### config.mk
export PLATFORM = sky130hd
export DESIGN_NAME = rsa_operand_loader
export DESIGN_NICKNAME = d
export VERILOG_FILES = /design/src/rtl/rsa_operand_loader.sv
export SDC_FILE = /design/constraint.sdc
export NUM_CORES = 2
export LEC_CHECK = 0
export ABC_AREA = 1
export BUFFER_PORTS_ARGS = -buffer_cell sky130_fd_sc_hd__buf_2
export CORE_AREA = 2 2 642 644
export DETAILED_ROUTE_END_ITERATION = 10
export DIE_AREA = 0 0 644 646
export PLACE_DENSITY = 0.3
export SYNTH_ARGS = -nofsm -noshare
export SYNTH_HDL_FRONTEND = slang
export SYNTH_SLANG_ARGS = --single-unit
export TNS_END_PERCENT = 1
### constraint.sdc
create_clock -name clk -period 2.1 [get_ports clk]
set_input_delay 0.525 -clock clk [delete_from_list [all_inputs] [get_ports clk]]
set_output_delay 0.525 -clock clk [all_outputs]
set_load 0.01 [all_outputs]
### src/rtl/rsa_operand_loader.sv
`default_nettype none
// ============================================================================
// Module   : rsa_operand_loader
// Purpose  : Serial operand loader and result unloader wrapped around the RSA
//            modular-arithmetic core: LOAD -> START -> WAIT -> UNLOAD.
// Revision : 1.0
// ============================================================================
module rsa_operand_loader #(
    parameter int WORD_W  = 32,
    parameter int WORDS   = 16,
    parameter int NUM_OPS = 2
) (
    input  logic                            clk,
    input  logic                            rst,
    input  logic                            in_valid,
    output logic                            in_ready,
    input  logic [NUM_OPS*WORD_W-1:0]       in_data,
    output logic [NUM_OPS*WORD_W*WORDS-1:0] op_data,
    output logic                            core_start,
    input  logic                            core_done,
    input  logic [WORD_W*WORDS-1:0]         core_result,
    output logic                            out_valid,
    input  logic                            out_ready,
    output logic [WORD_W-1:0]               out_data,
    output logic                            out_last,
    output logic                            busy
);

    localparam int OP_W  = WORD_W * WORDS;
    localparam int CNT_W = $clog2(WORDS + 1);
    localparam logic [CNT_W-1:0] C_CNT_LAST = CNT_W'(WORDS - 1);
    localparam logic [CNT_W-1:0] C_CNT_ONE  = CNT_W'(1);

    localparam logic [1:0] ST_LOAD   = 2'd0;
    localparam logic [1:0] ST_START  = 2'd1;
    localparam logic [1:0] ST_WAIT   = 2'd2;
    localparam logic [1:0] ST_UNLOAD = 2'd3;

    logic [1:0]              state_q, state_d;
    logic [CNT_W-1:0]        cnt_q, cnt_d;
    logic [NUM_OPS*OP_W-1:0] op_q, op_d;
    logic [NUM_OPS*OP_W-1:0] op_shift;
    logic [OP_W-1:0]         res_q, res_d;
    logic                    cnt_at_last;

    // Each lane enters at the top of its operand so the first word ends at the LSBs.
    genvar k;
    generate
        for (k = 0; k < NUM_OPS; k = k + 1) begin : g_lane
            assign op_shift[k*OP_W +: OP_W] =
                {in_data[k*WORD_W +: WORD_W], op_q[k*OP_W + WORD_W +: OP_W - WORD_W]};
        end
    endgenerate

    // One counter serves as beat counter in LOAD and word counter in UNLOAD.
    assign cnt_at_last = (cnt_q == C_CNT_LAST);

    always_ff @(posedge clk) begin
        if (rst) begin
            state_q <= ST_LOAD;
            cnt_q   <= '0;
            op_q    <= '0;
            res_q   <= '0;
        end else begin
            state_q <= state_d;
            cnt_q   <= cnt_d;
            op_q    <= op_d;
            res_q   <= res_d;
        end
    end

    always_comb begin
        state_d = state_q;
        cnt_d   = cnt_q;
        op_d    = op_q;
        res_d   = res_q;
        case (state_q)
            ST_LOAD: begin
                if (in_valid) begin
                    op_d = op_shift;
                    if (cnt_at_last) begin
                        cnt_d   = '0;
                        state_d = ST_START;
                    end else begin
                        cnt_d = cnt_q + C_CNT_ONE;
                    end
                end
            end
            ST_START: begin
                state_d = ST_WAIT;
            end
            ST_WAIT: begin
                if (core_done) begin
                    res_d   = core_result;
                    state_d = ST_UNLOAD;
                end
            end
            ST_UNLOAD: begin
                if (out_ready) begin
                    res_d = res_q >> WORD_W;
                    if (cnt_at_last) begin
                        cnt_d   = '0;
                        state_d = ST_LOAD;
                    end else begin
                        cnt_d = cnt_q + C_CNT_ONE;
                    end
                end
            end
            default: begin
                state_d = ST_LOAD;
            end
        endcase
    end

    always_comb begin
        in_ready   = 1'b0;
        core_start = 1'b0;
        out_valid  = 1'b0;
        out_last   = 1'b0;
        busy       = 1'b1;
        case (state_q)
            ST_LOAD: begin
                in_ready = 1'b1;
                busy     = 1'b0;
            end
            ST_START: begin
                core_start = 1'b1;
            end
            ST_UNLOAD: begin
                out_valid = 1'b1;
                out_last  = cnt_at_last;
            end
            default: begin
            end
        endcase
    end

    assign op_data  = op_q;
    assign out_data = res_q[WORD_W-1:0];

endmodule
`default_nettype wire

==> out/qor.csv <==
metric,value,unit
hpwl,288,mm
vias,62164,
switching_share,27.6,%
synth_nets,8905,
grt_antenna_before_repair,172,
via_per_inst,3.88,
drc,0,
area_growth,51.6,%
maxCapViolCount,0,
max_slew_margin,44.9,%
clk_pin_slew,0.06,ns
postRouteAntennaNets,0,
end_kind,output port,
routedWlPerCell,22.6,um
placed_cell_area,75200,um2
start_util,14.4,%
crit_path_end,out_valid,
max_clock_freq,417,MHz
hold_path.class,input pin to flip-flop,
cts_tree,built,
syn_inst,8319,
clk-insertion-delay-late,0.91,ns
finalCritPeriodShare,114,%
clockPowerShare,47.9,%
first_pass_iters,5,
grt_setup_unrepaired,yes,
layout_common_cells,"nand2_1 (2442), nor2_1 (2060), buf_2 (1391)",
io_pins,1642,
seqPwrFrac,40.9,%
stdcell_count,16037,
r2r_slack,0.05,ns
io_buffers,1641,
whs_path_depth,5,
fillCellCount,46509,
synth-seq-cells,1543,
syn-cell-area,58800,um2
vdd_drop_max,0.658,mV
status,"finished, violations left",
skew,0.0381,ns
yosys_warnings,0,
p_comb_share,11.1,%
grt_max_degree,97,
switching_power,21.5,mW
p_int,56.4,mW
layout_commonest_cell,nand2_1,
die_x,644,um
fin_area,89200,um2
cts_root_buf,clkbuf_16,
numCtsBuffers,204,
grt_pass1_vias,60824,
drtIter0Drc,3984,
worstMarginPinSlew,0.818,ns
drt_wl_total,363,mm
postSynthAreaPerCell,7.07,um2
maxSlewViolCount,0,
std_cell_rows,235,
timing.final.ws_setup,-0.297,ns
violations,negative setup slack,
arrival,1.87,ns
min_period,2.40,ns
rr_startpoint,state_q[1]$_SDFFE_PP0P_,
drive_gt1_share,25.5,%
cp-start-kind,flip-flop,
leakage,39.1,nW
grt-ovfl-total,0,
hold_viol_final,0,
grt_pass1_wl,493,mm
synth.distinct_cells,16,
globalRouteTotalUtil,16.6,%
core,409000,um2
clock-sinks,1543,
worst-r2r-cell-count,8,
setup_violations,5,
path_max_fanout,4,
nets,10949,
dieArea,416000,um2
synth_seq_area_share,52.5,%
power_density,874,nW/um2
r2r_end,op_data[470]$_SDFFE_PP0P_,
clk_path_buf_depth,4,
crit_type,flip-flop to output port,
htreeDepth,4,
startpoint,state_q[0]$_SDFFE_PP0P_,
gp_congestion,0.922,
placed_cells,15109,
die_y,646,um
worst_ep_required_time,1.57,ns
[worst min path at each step]
| stage | slack (ns) | endpoint | start |
|---|---|---|---|
| global placement | 0.43 | cnt_q[4]$_SDFFE_PP0P_ | cnt_q[4]$_SDFFE_PP0P_ |
| CTS | 0.0002 | res_q[16]$_SDFFE_PP0P_ | core_result[16] |
| finish | 0.07 | res_q[326]$_SDFFE_PP0P_ | core_result[326] |
| floorplan | 0.42 | cnt_q[4]$_SDFFE_PP0P_ | cnt_q[4]$_SDFFE_PP0P_ |
| detailed placement | 0.44 | cnt_q[4]$_SDFFE_PP0P_ | cnt_q[4]$_SDFFE_PP0P_ |
| global route | 0.03 | res_q[324]$_SDFFE_PP0P_ | core_result[324] |
[through the flow]
stage / total power [mW] / setup TNS (ns) / hold WS [ns] / util, % / worst slack, ns
after floorplan: 35.2 / 0 / 0.422 / - / 0.259
after global placement: 40.1 / -0.590 / 0.431 / 18.4 / -0.275
after detailed placement: 40.2 / -0.666 / 0.442 / 18.4 / -0.287
after CTS: 79.5 / -2.09 / 0.000158 / 21.8 / -0.445
after global routing: 81.2 / -2.31 / 0.0278 / 21.8 / -0.447
final: 77.9 / -1.18 / 0.0660 / 21.8 / -0.297
[flip-flops by register name, indices dropped and copies added (netlist names)]
register and flops:
op_data 1024, state_q 2, res_q 512, cnt_q 5
[synthesized netlist by cell type]
library cell | instances | area, um2
inv_2 | 4 | 15.0
dfxtp_1 | 1543 | 30900
a31oi_1 | 1 | 6.26
nand4_1 | 34 | 213
nand3_2 | 1 | 10.0
a21oi_1 | 517 | 2590
nand3_1 | 5 | 25.0
ha_1 | 5 | 62.6
clkbuf_1 | 389 | 1460
inv_1 | 13 | 48.8
buf_2 | 212 | 1060
nor2_1 | 2062 | 7740
o21ai_0 | 1025 | 5130
nand2_1 | 2452 | 9200
buf_4 | 45 | 338
buf_1 | 11 | 41.3
[what timing repair did]
action                                  4_1_cts  5_1_grt
cloned                                        1        0
pin swaps                                     5        2
endpoints found under the setup margin      431       91
gates resized for setup                     757       21
endpoints found under the hold margin       488        0
hold buffers                                487        0
setup buffers                                10        2
[layer usage]
metal,vias up,global-route usage [%],share of wire [%]
met2,1742,29.7,50
met4,62,5.77,3.6
li1,30532,-,-
met3,595,3.41,5.3
met5,-,0,0.10
met1,29233,19.5,41
[power by group through the flow]
stage	clock (mW)	sequential [mW]	combinational [mW]
final	37.4	31.9	8.66
after global routing	39.7	32.1	9.43
after CTS	38.7	31.9	8.88
after detailed placement	0	32.5	7.69
after global placement	0	32.4	7.70
after floorplan	0	32.5	2.67
[logic make-up after synthesis]
kind of cell | synth area share [%]
fa+ha+maj | 0.106
compound gates | 13.1
flops | 52.5
buf+inv | 5.04
simple gates | 29.2
[critical path, cell delays in order (launching register included)]
cell	delay, ns
dfxtp_2	0.33
buf_6	0.11
ha_4	0.18
buf_6	0.12
buf_12	0.12
buf_6	0.11
[layout make-up]
class | count | area, um2 | area share, %
well taps | 5451 | 6820 | 7.65
multi-input cells | 6102 | 25100 | 28.1
inverters | 17 | 98.8 | 0.111
flip-flops and latches | 1543 | 31500 | 35.3
repair buffers | 2495 | 18500 | 20.7
clock inverters | 69 | 1040 | 1.16
clock buffers | 299 | 6000 | 6.73
diodes | 61 | 153 | 0.171
No activity file was read; power rests on OpenSTA's default activity.
